--- config.mk ---
export PLATFORM = sky130hd
export DESIGN_NAME = bb_microseq_datapath
export DESIGN_NICKNAME = d
export VERILOG_FILES = /design/src/rtl/bb_microseq_datapath.sv
export SDC_FILE = /design/constraint.sdc
export NUM_CORES = 1
export LEC_CHECK = 0
export BUFFER_PORTS_ARGS = -buffer_cell sky130_fd_sc_hd__buf_2
export CORE_UTILIZATION = 28
export DETAILED_ROUTE_END_ITERATION = 7
export GPL_TIMING_DRIVEN = 0
export MAX_ROUTING_LAYER = met4
export REMOVE_ABC_BUFFERS = 1
export SYNTH_ARGS = -nofsm -noshare
export SYNTH_HDL_FRONTEND = slang
export SYNTH_SLANG_ARGS = --single-unit
--- constraint.sdc ---
create_clock -name BB_MICROSEQ_CLOCK_50 -period 14.6 [get_ports BB_MICROSEQ_CLOCK_50]
set_input_delay 3.65 -clock BB_MICROSEQ_CLOCK_50 [delete_from_list [all_inputs] [get_ports BB_MICROSEQ_CLOCK_50]]
set_output_delay 3.65 -clock BB_MICROSEQ_CLOCK_50 [all_outputs]
set_load 0.005 [all_outputs]
--- src/rtl/bb_microseq_datapath.sv ---
// Parametrised micro-sequenced datapath: register file with constant r0, ALU with
// {N,Z,C,V} flags, program counter, and a registered display read-back port.
// Each micro-instruction is accepted over valid/ready and runs IDLE -> EXEC -> WB.
module bb_microseq_datapath #(
  parameter int                       DATAWIDTH_BUS           = 32,
  parameter int                       NUM_REGS                = 8,
  parameter int                       DATAWIDTH_MUX_SELECTION = 3,
  parameter int                       DATAWIDTH_ALU_SELECTION = 4,
  parameter logic [DATAWIDTH_BUS-1:0] DATA_REGFIXED_INIT_0    = '0,
  parameter logic [DATAWIDTH_BUS-1:0] DATA_REGGEN_INIT_0      = '0,
  parameter logic [DATAWIDTH_BUS-1:0] DATA_REGPC_INIT         = 'h800,
  parameter int                       PC_INCREMENT            = 4
) (
  input  logic                               BB_MICROSEQ_CLOCK_50,
  input  logic                               BB_MICROSEQ_Reset_InLow,
  input  logic                               BB_MICROSEQ_Valid_In,
  output logic                               BB_MICROSEQ_Ready_Out,
  input  logic [DATAWIDTH_ALU_SELECTION-1:0] BB_MICROSEQ_Op_In,
  input  logic [DATAWIDTH_MUX_SELECTION-1:0] BB_MICROSEQ_SelA_In,
  input  logic [DATAWIDTH_MUX_SELECTION-1:0] BB_MICROSEQ_SelB_In,
  input  logic [DATAWIDTH_MUX_SELECTION-1:0] BB_MICROSEQ_SelC_In,
  input  logic                               BB_MICROSEQ_UseImm_In,
  input  logic [DATAWIDTH_BUS-1:0]           BB_MICROSEQ_Imm_In,
  output logic                               BB_MICROSEQ_Done_Out,
  output logic [3:0]                         BB_MICROSEQ_Flags_Out,
  output logic [DATAWIDTH_BUS-1:0]           BB_MICROSEQ_PC_Out,
  input  logic [DATAWIDTH_MUX_SELECTION:0]   BB_MICROSEQ_DisplaySel_In,
  output logic [DATAWIDTH_BUS-1:0]           BB_MICROSEQ_DataBUSDisplay_Out
);

  localparam int W   = DATAWIDTH_BUS;
  localparam int SW  = DATAWIDTH_MUX_SELECTION;
  localparam int OW  = DATAWIDTH_ALU_SELECTION;
  localparam int SHW = $clog2(DATAWIDTH_BUS);

  localparam logic [W-1:0] PC_STEP = W'(PC_INCREMENT);

  localparam logic [OW-1:0] OP_ADD   = OW'(0);
  localparam logic [OW-1:0] OP_SUB   = OW'(1);
  localparam logic [OW-1:0] OP_AND   = OW'(2);
  localparam logic [OW-1:0] OP_OR    = OW'(3);
  localparam logic [OW-1:0] OP_XOR   = OW'(4);
  localparam logic [OW-1:0] OP_NOT   = OW'(5);
  localparam logic [OW-1:0] OP_PASSB = OW'(6);
  localparam logic [OW-1:0] OP_SLL   = OW'(7);
  localparam logic [OW-1:0] OP_SRL   = OW'(8);
  localparam logic [OW-1:0] OP_SRA   = OW'(9);
  localparam logic [OW-1:0] OP_MOVPC = OW'(10);
  localparam logic [OW-1:0] OP_JMP   = OW'(11);

  typedef enum logic [1:0] {ST_IDLE, ST_EXEC, ST_WB} state_e;

  // Aliases for readability
  logic clk, rst_n;
  assign clk   = BB_MICROSEQ_CLOCK_50;
  assign rst_n = BB_MICROSEQ_Reset_InLow;

  state_e         state_q, state_d;
  logic           accept;

  logic [OW-1:0]  op_q;
  logic [SW-1:0]  sela_q, selb_q, selc_q;
  logic           useimm_q;
  logic [W-1:0]   imm_q;

  logic [W-1:0]   regs_q [1:NUM_REGS-1];
  logic [W-1:0]   rf_view [0:NUM_REGS-1];
  logic [W-1:0]   pc_q;
  logic [3:0]     flags_q;

  logic [W-1:0]   op_a, op_b;
  logic [SHW-1:0] shamt;
  logic [W:0]     sum_ext, dif_ext;
  logic [W-1:0]   alu_res;
  logic           alu_c, alu_v;
  logic [W-1:0]   res_q;
  logic [3:0]     nflags_q;

  logic           wr_en, flags_en, is_jmp;
  logic [W-1:0]   disp_d, disp_q;

  assign accept = (state_q == ST_IDLE) && BB_MICROSEQ_Valid_In;

  // FSM state register
  // NOTE: clocked state uses non-blocking (<=) so every register samples pre-edge values.
  always_ff @(posedge clk or negedge rst_n) begin
    if (!rst_n) state_q <= ST_IDLE;
    else        state_q <= state_d;
  end

  // FSM next-state logic
  // NOTE: default assignment first so no path leaves state_d unassigned (no latch).
  always_comb begin
    state_d = ST_IDLE;
    unique case (state_q)
      ST_IDLE: state_d = BB_MICROSEQ_Valid_In ? ST_EXEC : ST_IDLE;
      ST_EXEC: state_d = ST_WB;
      ST_WB:   state_d = ST_IDLE;
      default: state_d = ST_IDLE;
    endcase
  end

  // FSM outputs: ready only while idle, done for the single writeback cycle
  always_comb begin
    BB_MICROSEQ_Ready_Out = (state_q == ST_IDLE);
    BB_MICROSEQ_Done_Out  = (state_q == ST_WB);
  end

  // Instruction field capture at acceptance; fields are ignored at any other time
  always_ff @(posedge clk or negedge rst_n) begin
    if (!rst_n) begin
      op_q     <= '0;
      sela_q   <= '0;
      selb_q   <= '0;
      selc_q   <= '0;
      useimm_q <= 1'b0;
      imm_q    <= '0;
    end else if (accept) begin
      op_q     <= BB_MICROSEQ_Op_In;
      sela_q   <= BB_MICROSEQ_SelA_In;
      selb_q   <= BB_MICROSEQ_SelB_In;
      selc_q   <= BB_MICROSEQ_SelC_In;
      useimm_q <= BB_MICROSEQ_UseImm_In;
      imm_q    <= BB_MICROSEQ_Imm_In;
    end
  end

  // Read view of the register file with r0 pinned to its constant
  always_comb begin
    rf_view[0] = DATA_REGFIXED_INIT_0;
    for (int i = 1; i < NUM_REGS; i++) rf_view[i] = regs_q[i];
  end

  // Operand selection and ALU
  always_comb begin
    op_a    = rf_view[sela_q];
    op_b    = useimm_q ? imm_q : rf_view[selb_q];
    shamt   = op_b[SHW-1:0];
    sum_ext = {1'b0, op_a} + {1'b0, op_b};
    dif_ext = {1'b0, op_a} + {1'b0, ~op_b} + (W+1)'(1);
    alu_res = '0;
    alu_c   = 1'b0;
    alu_v   = 1'b0;
    case (op_q)
      OP_ADD: begin
        alu_res = sum_ext[W-1:0];
        alu_c   = sum_ext[W];
        alu_v   = (op_a[W-1] == op_b[W-1]) && (sum_ext[W-1] != op_a[W-1]);
      end
      OP_SUB: begin
        alu_res = dif_ext[W-1:0];
        alu_c   = dif_ext[W];
        alu_v   = (op_a[W-1] != op_b[W-1]) && (dif_ext[W-1] != op_a[W-1]);
      end
      OP_AND:   alu_res = op_a & op_b;
      OP_OR:    alu_res = op_a | op_b;
      OP_XOR:   alu_res = op_a ^ op_b;
      OP_NOT:   alu_res = ~op_a;
      OP_PASSB: alu_res = op_b;
      OP_SLL:   alu_res = op_a << shamt;
      OP_SRL:   alu_res = op_a >> shamt;
      OP_SRA:   alu_res = $signed(op_a) >>> shamt;
      OP_MOVPC: alu_res = pc_q;
      OP_JMP:   alu_res = op_a;
      default:  alu_res = '0;
    endcase
  end

  // EXEC stage: register the result and the candidate flags
  always_ff @(posedge clk or negedge rst_n) begin
    if (!rst_n) begin
      res_q    <= '0;
      nflags_q <= '0;
    end else if (state_q == ST_EXEC) begin
      res_q    <= alu_res;
      nflags_q <= {alu_res[W-1], (alu_res == '0), alu_c, alu_v};
    end
  end

  // Writeback qualifiers derived from the captured opcode
  always_comb begin
    wr_en    = (op_q <= OP_MOVPC);
    flags_en = (op_q <= OP_SRA);
    is_jmp   = (op_q == OP_JMP);
  end

  // Register file writeback; at most one register per WB, r0 has no storage
  // NOTE: the file is small and must come up at a known value, so it is reset like any flop.
  always_ff @(posedge clk or negedge rst_n) begin
    if (!rst_n) begin
      for (int i = 1; i < NUM_REGS; i++) regs_q[i] <= DATA_REGGEN_INIT_0;
    end else if (state_q == ST_WB && wr_en) begin
      for (int i = 1; i < NUM_REGS; i++) begin
        if (selc_q == SW'(i)) regs_q[i] <= res_q;
      end
    end
  end

  // PC and flags update at writeback
  always_ff @(posedge clk or negedge rst_n) begin
    if (!rst_n) begin
      pc_q    <= DATA_REGPC_INIT;
      flags_q <= '0;
    end else if (state_q == ST_WB) begin
      pc_q <= is_jmp ? res_q : pc_q + PC_STEP;
      if (flags_en) flags_q <= nflags_q;
    end
  end

  // Display source select: register, PC, or zero-extended flags
  always_comb begin
    disp_d = rf_view[BB_MICROSEQ_DisplaySel_In[SW-1:0]];
    if (BB_MICROSEQ_DisplaySel_In[SW]) begin
      disp_d = BB_MICROSEQ_DisplaySel_In[0] ? {{(W-4){1'b0}}, flags_q} : pc_q;
    end
  end

  // Registered display port
  always_ff @(posedge clk or negedge rst_n) begin
    if (!rst_n) disp_q <= DATA_REGFIXED_INIT_0;
    else        disp_q <= disp_d;
  end

  assign BB_MICROSEQ_Flags_Out          = flags_q;
  assign BB_MICROSEQ_PC_Out             = pc_q;
  assign BB_MICROSEQ_DataBUSDisplay_Out = disp_q;

endmodule

# After elaboration in Yosys (flattened, before gate mapping)
# Index checks and enable logic that the tools add are counted.
# totals
register_bits	376
in_bits	53
output_inout_bits	70
# op_classes
n_addsub	4
order_cmp	5
eq_ne	24
shift	3
n_mux	18
bitwise_logic	8
reduce_logical	15
# op_table
cell	count
$pmux W32 S12	1
$mux W32	10
$bmux W32 S3	3
$add A32 B32 Y33	2
$not A32 Y32	2
$add A33 B1 Y33 const B	1
$add A32 B3 Y32 const B	1
$and A32 B32 Y32	1
$logic_not A32 Y1	1
$or A32 B32 Y32	1
$shl A32 B5 Y32	1
$shr A32 B5 Y32	1
$sshr A32 B5 Y32	1
$xor A32 B32 Y32	1
$eq A4 B3 Y1 const B	4
$eq A4 B4 Y1 const B	4
$reduce_and A2 Y1	8
$eq A3 B3 Y1 const B	4
$ge A4 B4 Y1 const B	3
$not A3 Y4	3
$eq A4 B2 Y1 const B	2
$le A4 B4 Y1 const B	2
$eq A3 B2 Y1 const B	2
$eq A4 B1 Y1 const B	1
other kinds (11)	17

# Longest topological paths before layout
# Gate-level depths: netlist of the first run.
# logic_depth
ltp_word	11
ltp_mapped	26
depth_no_buf	20

# Least setup slack after synthesis of the first run
# OpenSTA, ideal clock, no wires.
# synth_path
kind	register to register
startpoint	register selb_q[0]
endpoint	register nflags_q[2]
arrival_time_ns	5.556
t_required_ns	14.532
setup_slack_ns	8.977
path_stages_with_launch	24
period_less_slack_ns	5.623
path_cell_list	dfrtp_1 > buf_6 > buf_6 > buf_2 > buf_2 > buf_2 > buf_1 > a221oi_1 > o31ai_1 > inv_1 > ha_1 > clkbuf_1 > inv_1 > a21oi_1 > o31ai_1 > a2111oi_0 > a21oi_1 > a21o_1 > a2111o_1 > a22o_1 > a2111oi_0 > nor3b_1 > and4_1 > a32o_1
# synth_via
elab_chain_len	10
elab_cells_between_ends	17
classes_between	add/sub (3); shift (3); mux (5); bitwise (5); reduce/logical (1)
# synth_rtl
element	line	source
start, declared	62	logic [SW-1:0] sela_q, selb_q, selc_q;
start signal, assigned	121	selb_q <= BB_MICROSEQ_SelB_In;
$not A3 Y4 (implied by the code) *	137	op_b = useimm_q ? imm_q : rf_view[selb_q];
$bmux W32 S3 *	137	
$mux W32 (implied by the code) * (2 in a row)	137	
$mux W32 *	137	
$not A32 Y32	140	dif_ext = {1'b0, op_a} + {1'b0, ~op_b} + (W+1)'(1);
$add A32 B32 Y33	140	
$add A33 B1 Y33	140	
$pmux W32 S12 *	144	case (op_q)
$logic_not A32 Y1 *	176	nflags_q <= {alu_res[W-1], (alu_res == '0), alu_c, alu_v};
end signal, assigned	176	
end, declared	77	logic [3:0] nflags_q;
# Mark *: on every way between the ends. The rest lies on a longest branch, timed or not. The select of a mux whose other input is x is not followed.
# A chain may end at the register's enable or synchronous reset.

# Worst setup path in the final report of the first run
# layout_path
startpoint	register selb_q[1]
endpoint	register nflags_q[2]
# Same word-level chain as after synthesis.

==> results of run 1 <==
[path summary, 6_finish.rpt]
| check | startpoint | endpoint | slack [ns] |
|---|---|---|---|
| worst max-delay path | selb_q[1]$_DFFE_PN0P_ | nflags_q[2]$_DFFE_PN0P_ | 5.11 |
| worst min-delay path | nflags_q[0]$_DFFE_PN0P_ | nflags_q[0]$_DFFE_PN0P_ | 0.49 |
| worst max register to register | selb_q[1]$_DFFE_PN0P_ | nflags_q[2]$_DFFE_PN0P_ | 5.11 |
| worst min register to register | nflags_q[0]$_DFFE_PN0P_ | nflags_q[0]$_DFFE_PN0P_ | 0.49 |
| max in group asynchronous | BB_MICROSEQ_Reset_InLow | BB_MICROSEQ_DataBUSDisplay_Out[6]$_DFF_PN0_ | 10.14 |
| min in group asynchronous | BB_MICROSEQ_Reset_InLow | imm_q[17]$_DFFE_PN0P_ | 2.98 |
[power breakdown]
group          switching (mW)  internal (mW)  total [mW]
clock                   0.476          0.684        1.16
combinational            3.07           1.81        4.89
sequential              0.604           1.43        2.04
[kinds of logic after synthesis]
family / synth area share (%)
XOR/XNOR: 0.538
AO/OA/AOI/OAI: 20.6
multiplexers: 25.8
adder cells (fa/ha/maj): 4.13
flip-flops: 30.3
buffers and inverters: 5.46
AND/OR/NAND/NOR: 13.1
[registers in the layout, indices dropped and copies added, names as in the netlist]
register	count
regs_q	224
BB_MICROSEQ_DataBUSDisplay_Out	32
BB_MICROSEQ_PC_Out	32
imm_q	32
res_q	32
BB_MICROSEQ_Flags_Out	4
op_q	4
nflags_q	3
sela_q	3
selb_q	3
selc_q	3
state_q	2
useimm_q	1
[synthesized netlist by cell type, drive strengths merged (21+ instances only)]
cell	n
a22oi	60
o221ai	25
a21oi	198
o22ai	50
a221oi	57
nor2b	50
nand4	21
a221o	26
a211oi	31
o31ai	31
nand2	256
nor2	241
nand3b	37
o211ai	55
inv	96
ha	99
mux2	394
nand2b	25
mux2i	154
nor3	55
nand3	59
dfrtp	374
o21ai	213
and2	25
clkbuf	159
buf	126
mux4	89
[metrics by stage]
step / setup WS (ns) / area, um2
after floorplan: 5.18 / 29600
after global placement: -2.36 / 32100
after detailed placement: 5.48 / 33300
after CTS: 5.44 / 34800
after global routing: 4.84 / 34800
final: 5.11 / 34800
[layer usage]
| metal | global-route usage (%) | wire length, um |
|---|---|---|
| met5 | - | 0 |
| met4 | 12.3 | 7520 |
| met3 | 4.91 | 12500 |
| met2 | 37.5 | 62300 |
| met1 | 31.5 | 56400 |
[worst max-delay path, cell delays in order, from the launching register on]
cell	delay (ns)
dfrtp_4	0.75
buf_12	0.30
nor2b_4	0.70
a221o_1	0.37
nand3_4	0.39
buf_12	0.35
inv_2	1.01
ha_1	0.43
nor3b_1	0.30
o311ai_0	0.51
a211oi_1	0.76
nor2_1	0.19
a221oi_1	0.27
o21ai_0	0.32
a21oi_1	0.23
o221ai_1	0.39
a211oi_1	0.81
nand4_1	0.16
nor4_1	0.53
and4_1	0.37
a32o_1	0.18
[final cells by class]
cell class / instances / area, um2
timing repair buffer: 180 / 1660
clock buffer: 65 / 1330
fill: 11200 / 74300
multi-input combinational: 2541 / 20000
sequential: 375 / 9410
tap: 1476 / 1850
inverter: 104 / 397
antenna: 4 / 10.0
clock inverter: 13 / 159
==> impl_metrics.yaml, run 1 <==
status:
  status: "finished, violations left"
  violations: "capacitance limit, slew limit"
global_routing:
  overflow: 0
  track_usage_pct: 24.8
  grt_pass1_wl_um: 200000
  antenna_found_initial: 2
  grt_start_max_net_pins: 114
  first_global_vias: 28000
clocking:
  ctsHoldBuffers: 0
  worstSkewPairLatency_ns: 0.61
  cts_tree: "yes"
  htree_levels: 2
  cts_sinks: 375
  cts_made_buffers: 46
  cts-resized-gates: 0
  clkTransAtPathRegs_ns: 0.05
  clk_path_buf_depth: 3
  cts_root_buffer: "clkbuf_16"
  postCtsSetupRepairBufs: 0
sta:
  setup-tns-final_ns: 0
  hold_viol: 0
  fin_skew_ns: 0.0160
  rsz0062_at_grt: "no"
  min_period_over_period_pct: 65.0
  fmax_mhz: 105
  drv_slew: 20
  setup_viol: 0
  relSlewSlack_pct: -2.28
  tightest_slew_ns: 1.53
  holdWs_ns: 0.492
  fin_crit_ns: 9.49
die:
  die_w_um: 334
  start_util_pct: 28.3
  die_h_um: 334
  pin_count: 123
  dieArea_mm2: 0.112
  rows: 121
  core-area_mm2: 0.109
detailed_routing:
  vias_per_cell: 6.11
  dr.first_iter.drc_count: 3603
  drc: 0
  wirelength_um: 139000
  vias: 29100
  wl_per_cell_um: 29.1
  final_antenna_net_count: 0
  first_pass_iters: 5
power_and_ir_drop:
  finalPower_mw: 8.09
  ir_drop_mv: 0.178
  cellPowerDensity_mw_per_mm2: 232
  p_leak_nw: 14.6
logic_synthesis:
  synth_largest_area_cell: "dfrtp_1"
  ys.warnings.count: 0
  netlist_instances: 3305
  synth_edf_count: 0
  synth_top_area_share_pct: 30.3
  netlist_area_mm2: 0.0309
  synthFlopType: "dfrtp_1"
  synth.distinct_cells: 100
  netlist_top_cells_area: "dfrtp_1, mux2_2, mux4_2"
  avgSynthCellArea_um2: 9.36
  synthArstFlopShare_pct: 100
  ys_seq_area_share_pct: 30.3
  ys_seq_elements: 375
place:
  place.gp.congestion: 1.06
  dp.cells: 4675
  io_buffers: 122
  hpwl_um: 103000
final_layout:
  drive_gt1_share_pct: 24.5
  fin_util_pct: 31.9
  area_growth_syn_to_layout_pct: 12.6
  fin_cells: 4758
  layout_commonest_cell: "mux2_2"
  final_cell_mix: "mux2_2, dfrtp_1, nand2_1, nor2_1, a21oi_1"
  finalNetCount: 3402
critical_path:
  end_kind: "flip-flop"
  cp.required_ns: 15.14
  rr_worst_depth: 20
  cp-start-kind: "flip-flop"
  crit_type: "reg -> reg"
  worstPathMaxFanout: 60
  cp.arrival_ns: 10.03
hold_path:
  hp-class: "reg -> reg"
  hold_depth: 2
job:
  maxCapViolCount: 2
Note: power is estimated with default switching activity, not from simulation.
==> inputs of run 2 (changes only) <==
--- a/config.mk
+++ b/config.mk
@@ -5,6 +5,7 @@
 export SDC_FILE = /design/constraint.sdc
 export NUM_CORES = 1
 export LEC_CHECK = 0
+export ABC_AREA = 1
 export BUFFER_PORTS_ARGS = -buffer_cell sky130_fd_sc_hd__buf_2
 export CORE_UTILIZATION = 28
 export DETAILED_ROUTE_END_ITERATION = 7
==> constraint.sdc (replaced) <==
create_clock -name BB_MICROSEQ_CLOCK_50 -period 10 [get_ports BB_MICROSEQ_CLOCK_50]
set_input_delay 2.5 -clock BB_MICROSEQ_CLOCK_50 [delete_from_list [all_inputs] [get_ports BB_MICROSEQ_CLOCK_50]]
set_output_delay 2.5 -clock BB_MICROSEQ_CLOCK_50 [all_outputs]
set_load 0.005 [all_outputs]
==> run 2 against run 1 <==
Effect of this change:
- the flow finishes with violations (capacitance limit)
- wire length is 5.1% higher
- synthesized area is 1.4% lower
- final cell count is 29% higher
- count of clock-buffer cells in the layout is 2 higher
- hold slack worse by 0.014 ns
- synthesized cell count is 46% higher
- global-route usage is 1.5 points higher
- non-clock buffer count is 8 lower
- die area is 1.4% lower
- cell area is 1.9% lower
- total power is 43% higher
- critical endpoint unchanged
- largest cell class unchanged
- highest routed layer unchanged
==> impl_metrics.yaml, run 2 <==
final_layout:
  regMostFlops: "regs_q"
  fin_cells: 6155
  largest_reg_flops: 224
  layout_commonest_cell: "nand2_1"
  drive_gt1_share_pct: 6.65
  area_growth_syn_to_layout_pct: 12.0
  final_cell_mix: "nand2_1, nand3_1, o21ai_0, dfrtp_1, inv_1"
  finalNetCount: 4869
  final_cell_area_mm2: 0.0342
  fin_util_pct: 31.8
  fillerInstances: 11900
detailed_routing:
  wl_per_cell_um: 23.7
  wirelength_um: 146000
  vias: 34600
  vias_per_cell: 5.62
  dr.first_iter.drc_count: 4516
  drc: 0
  first_pass_iters: 8
  final_antenna_net_count: 0
critical_path:
  regToRegEndpoint: "nflags_q[2]$_DFFE_PN0P_"
  cp-start-kind: "flip-flop"
  timing.rr.start: "selb_q[0]$_DFFE_PN0P_"
  cp.arrival_ns: 8.84
  r2r_setup_slack_ns: 1.72
  crit_type: "reg -> reg"
  cp.required_ns: 10.56
  cpMostUsedCell: "nand2_1"
  rr_worst_depth: 29
  slowest_delay_ns: 1.10
  end_kind: "flip-flop"
  worstPathMaxFanout: 72
  cp_slowest_cell: "nand2_2"
job:
  maxCapViolCount: 1
place:
  pre_cts_slack_ns: 2.04
  dp.cells: 6068
  hpwl_um: 106000
  place.gp.congestion: 1.04
  io_buffers: 122
  dpl_cell_area_mm2: 0.0325
logic_synthesis:
  netlist_instances: 4814
  synth.distinct_cells: 53
  ys_seq_area_share_pct: 30.8
  synth_edf_count: 0
  synth_commonest_cells: "nand2_1, nand3_1, o21ai_0"
  synthArstFlopShare_pct: 100
  synth_most_common_cell: "nand2_1"
  ys_seq_elements: 375
  netlist_top_cells_area: "dfrtp_1, nand2_1, nand3_1"
  synthFlopType: "dfrtp_1"
  synth_largest_area_cell: "dfrtp_1"
  ys.warnings.count: 0
  synth_top_area_share_pct: 30.7
  avgSynthCellArea_um2: 6.33
  netlist_area_mm2: 0.0305
global_routing:
  grt_start_max_net_pins: 110
  overflow: 0
  antenna_found_initial: 3
  track_usage_pct: 26.3
  first_global_vias: 31400
  grt_pass1_wl_um: 213000
status:
  violations: "capacitance limit"
  status: "finished, violations left"
clocking:
  postCtsSetupRepairBufs: 0
  cts_tree: "yes"
  ctsHoldBuffers: 0
  cts_sinks: 375
  worstSkewPairLatency_ns: 0.62
  cts_made_buffers: 47
  cts_root_buffer: "clkbuf_16"
  clk_path_buf_depth: 3
  cts-resized-gates: 0
  clkTransAtPathRegs_ns: 0.07
  htree_levels: 2
die:
  rows: 120
  pin_count: 123
  core-area_mm2: 0.108
  die_w_um: 332
  dieArea_mm2: 0.110
  die_h_um: 332
  start_util_pct: 28.4
hold_path:
  hp-class: "reg -> reg"
  hold_depth: 2
  hold_path_end: "imm_q[16]$_DFFE_PN0P_"
  holdCritStartpoint: "imm_q[16]$_DFFE_PN0P_"
power_and_ir_drop:
  p_leak_nw: 15.6
  ir_drop_mv: 0.136
  finalPower_mw: 11.6
  cellPowerDensity_mw_per_mm2: 338
sta:
  rsz0062_at_grt: "no"
  min_period_over_period_pct: 82.8
  tightest_slew_ns: 1.49
  setup-tns-final_ns: 0
  hold_viol: 0
  fin_skew_ns: 0.0204
  finalWorstSetupSlack_ns: 1.72
  setup_viol: 0
  holdWs_ns: 0.479
  fin_crit_ns: 8.28
  fmax_mhz: 121
  relSlewSlack_pct: 0.381
  drv_slew: 0
[run 2: cells by family (layout without fill, tap and decap cells)]
logic type	count (synthesis)	count (layout)	share of synthesized area [%]
other	0	1	0
and+or+nand+nor	2429	2429	33.5
xor gates and xnor gates	27	27	0.776
DFF	375	375	30.8
buffers and inverters	694	631	9.43
muxes	3	3	0.111
adders and majority gates	101	101	4.19
AOI/OAI and AO/OA	1185	1185	21.2
[run 2: final cells by class]
cell class / count / area (um2) / area share (%)
antenna: 1 / 2.50 / 0.00733
clock buffer: 67 / 1350 / 3.96
clock inverter: 18 / 254 / 0.744
inverter: 374 / 1420 / 4.17
multi-input combinational: 3745 / 18300 / 53.6
sequential: 375 / 9410 / 27.5
tap: 1403 / 1760 / 5.14
timing repair buffer: 172 / 1640 / 4.81
[run 2: power breakdown]
part / internal (mW) / leakage [nW] / switching, mW / total [mW]
clock network: 1.10 / 0.790 / 0.725 / 1.82
registers: 2.04 / 4.95 / 0.610 / 2.65
logic: 1.99 / 9.85 / 5.10 / 7.09
[run 2: critical path: cells and delay by family (launching register included)]
kind | cells | cell delay (ns)
buf+inv | 5 | 1.22
simple gates | 17 | 3.92
fa+ha+maj | 2 | 0.84
compound gates | 5 | 1.41
flops | 1 | 0.67
[run 2: how the worst max path moves through the flow]
stage	endpoint	depth (start not counted)	from
6_report	nflags_q[2]$_DFFE_PN0P_	29	selb_q[0]$_DFFE_PN0P_
3_3_place_gp	nflags_q[2]$_DFFE_PN0P_	26	selb_q[0]$_DFFE_PN0P_
3_5_place_dp	nflags_q[2]$_DFFE_PN0P_	29	selb_q[0]$_DFFE_PN0P_
5_1_grt	nflags_q[2]$_DFFE_PN0P_	29	selb_q[0]$_DFFE_PN0P_
2_1_floorplan	nflags_q[2]$_DFFE_PN0P_	25	selb_q[0]$_DFFE_PN0P_
4_1_cts	nflags_q[2]$_DFFE_PN0P_	29	selb_q[0]$_DFFE_PN0P_
[run 2: per-layer routing]
metal	global-route usage, %	wire length (um)	vias to the layer above
li1	-	-	16000
met3	3.91	12500	411
met4	12.4	7690	0
met2	39.2	63400	1896
met1	34.8	62100	16300
met5	-	0	-
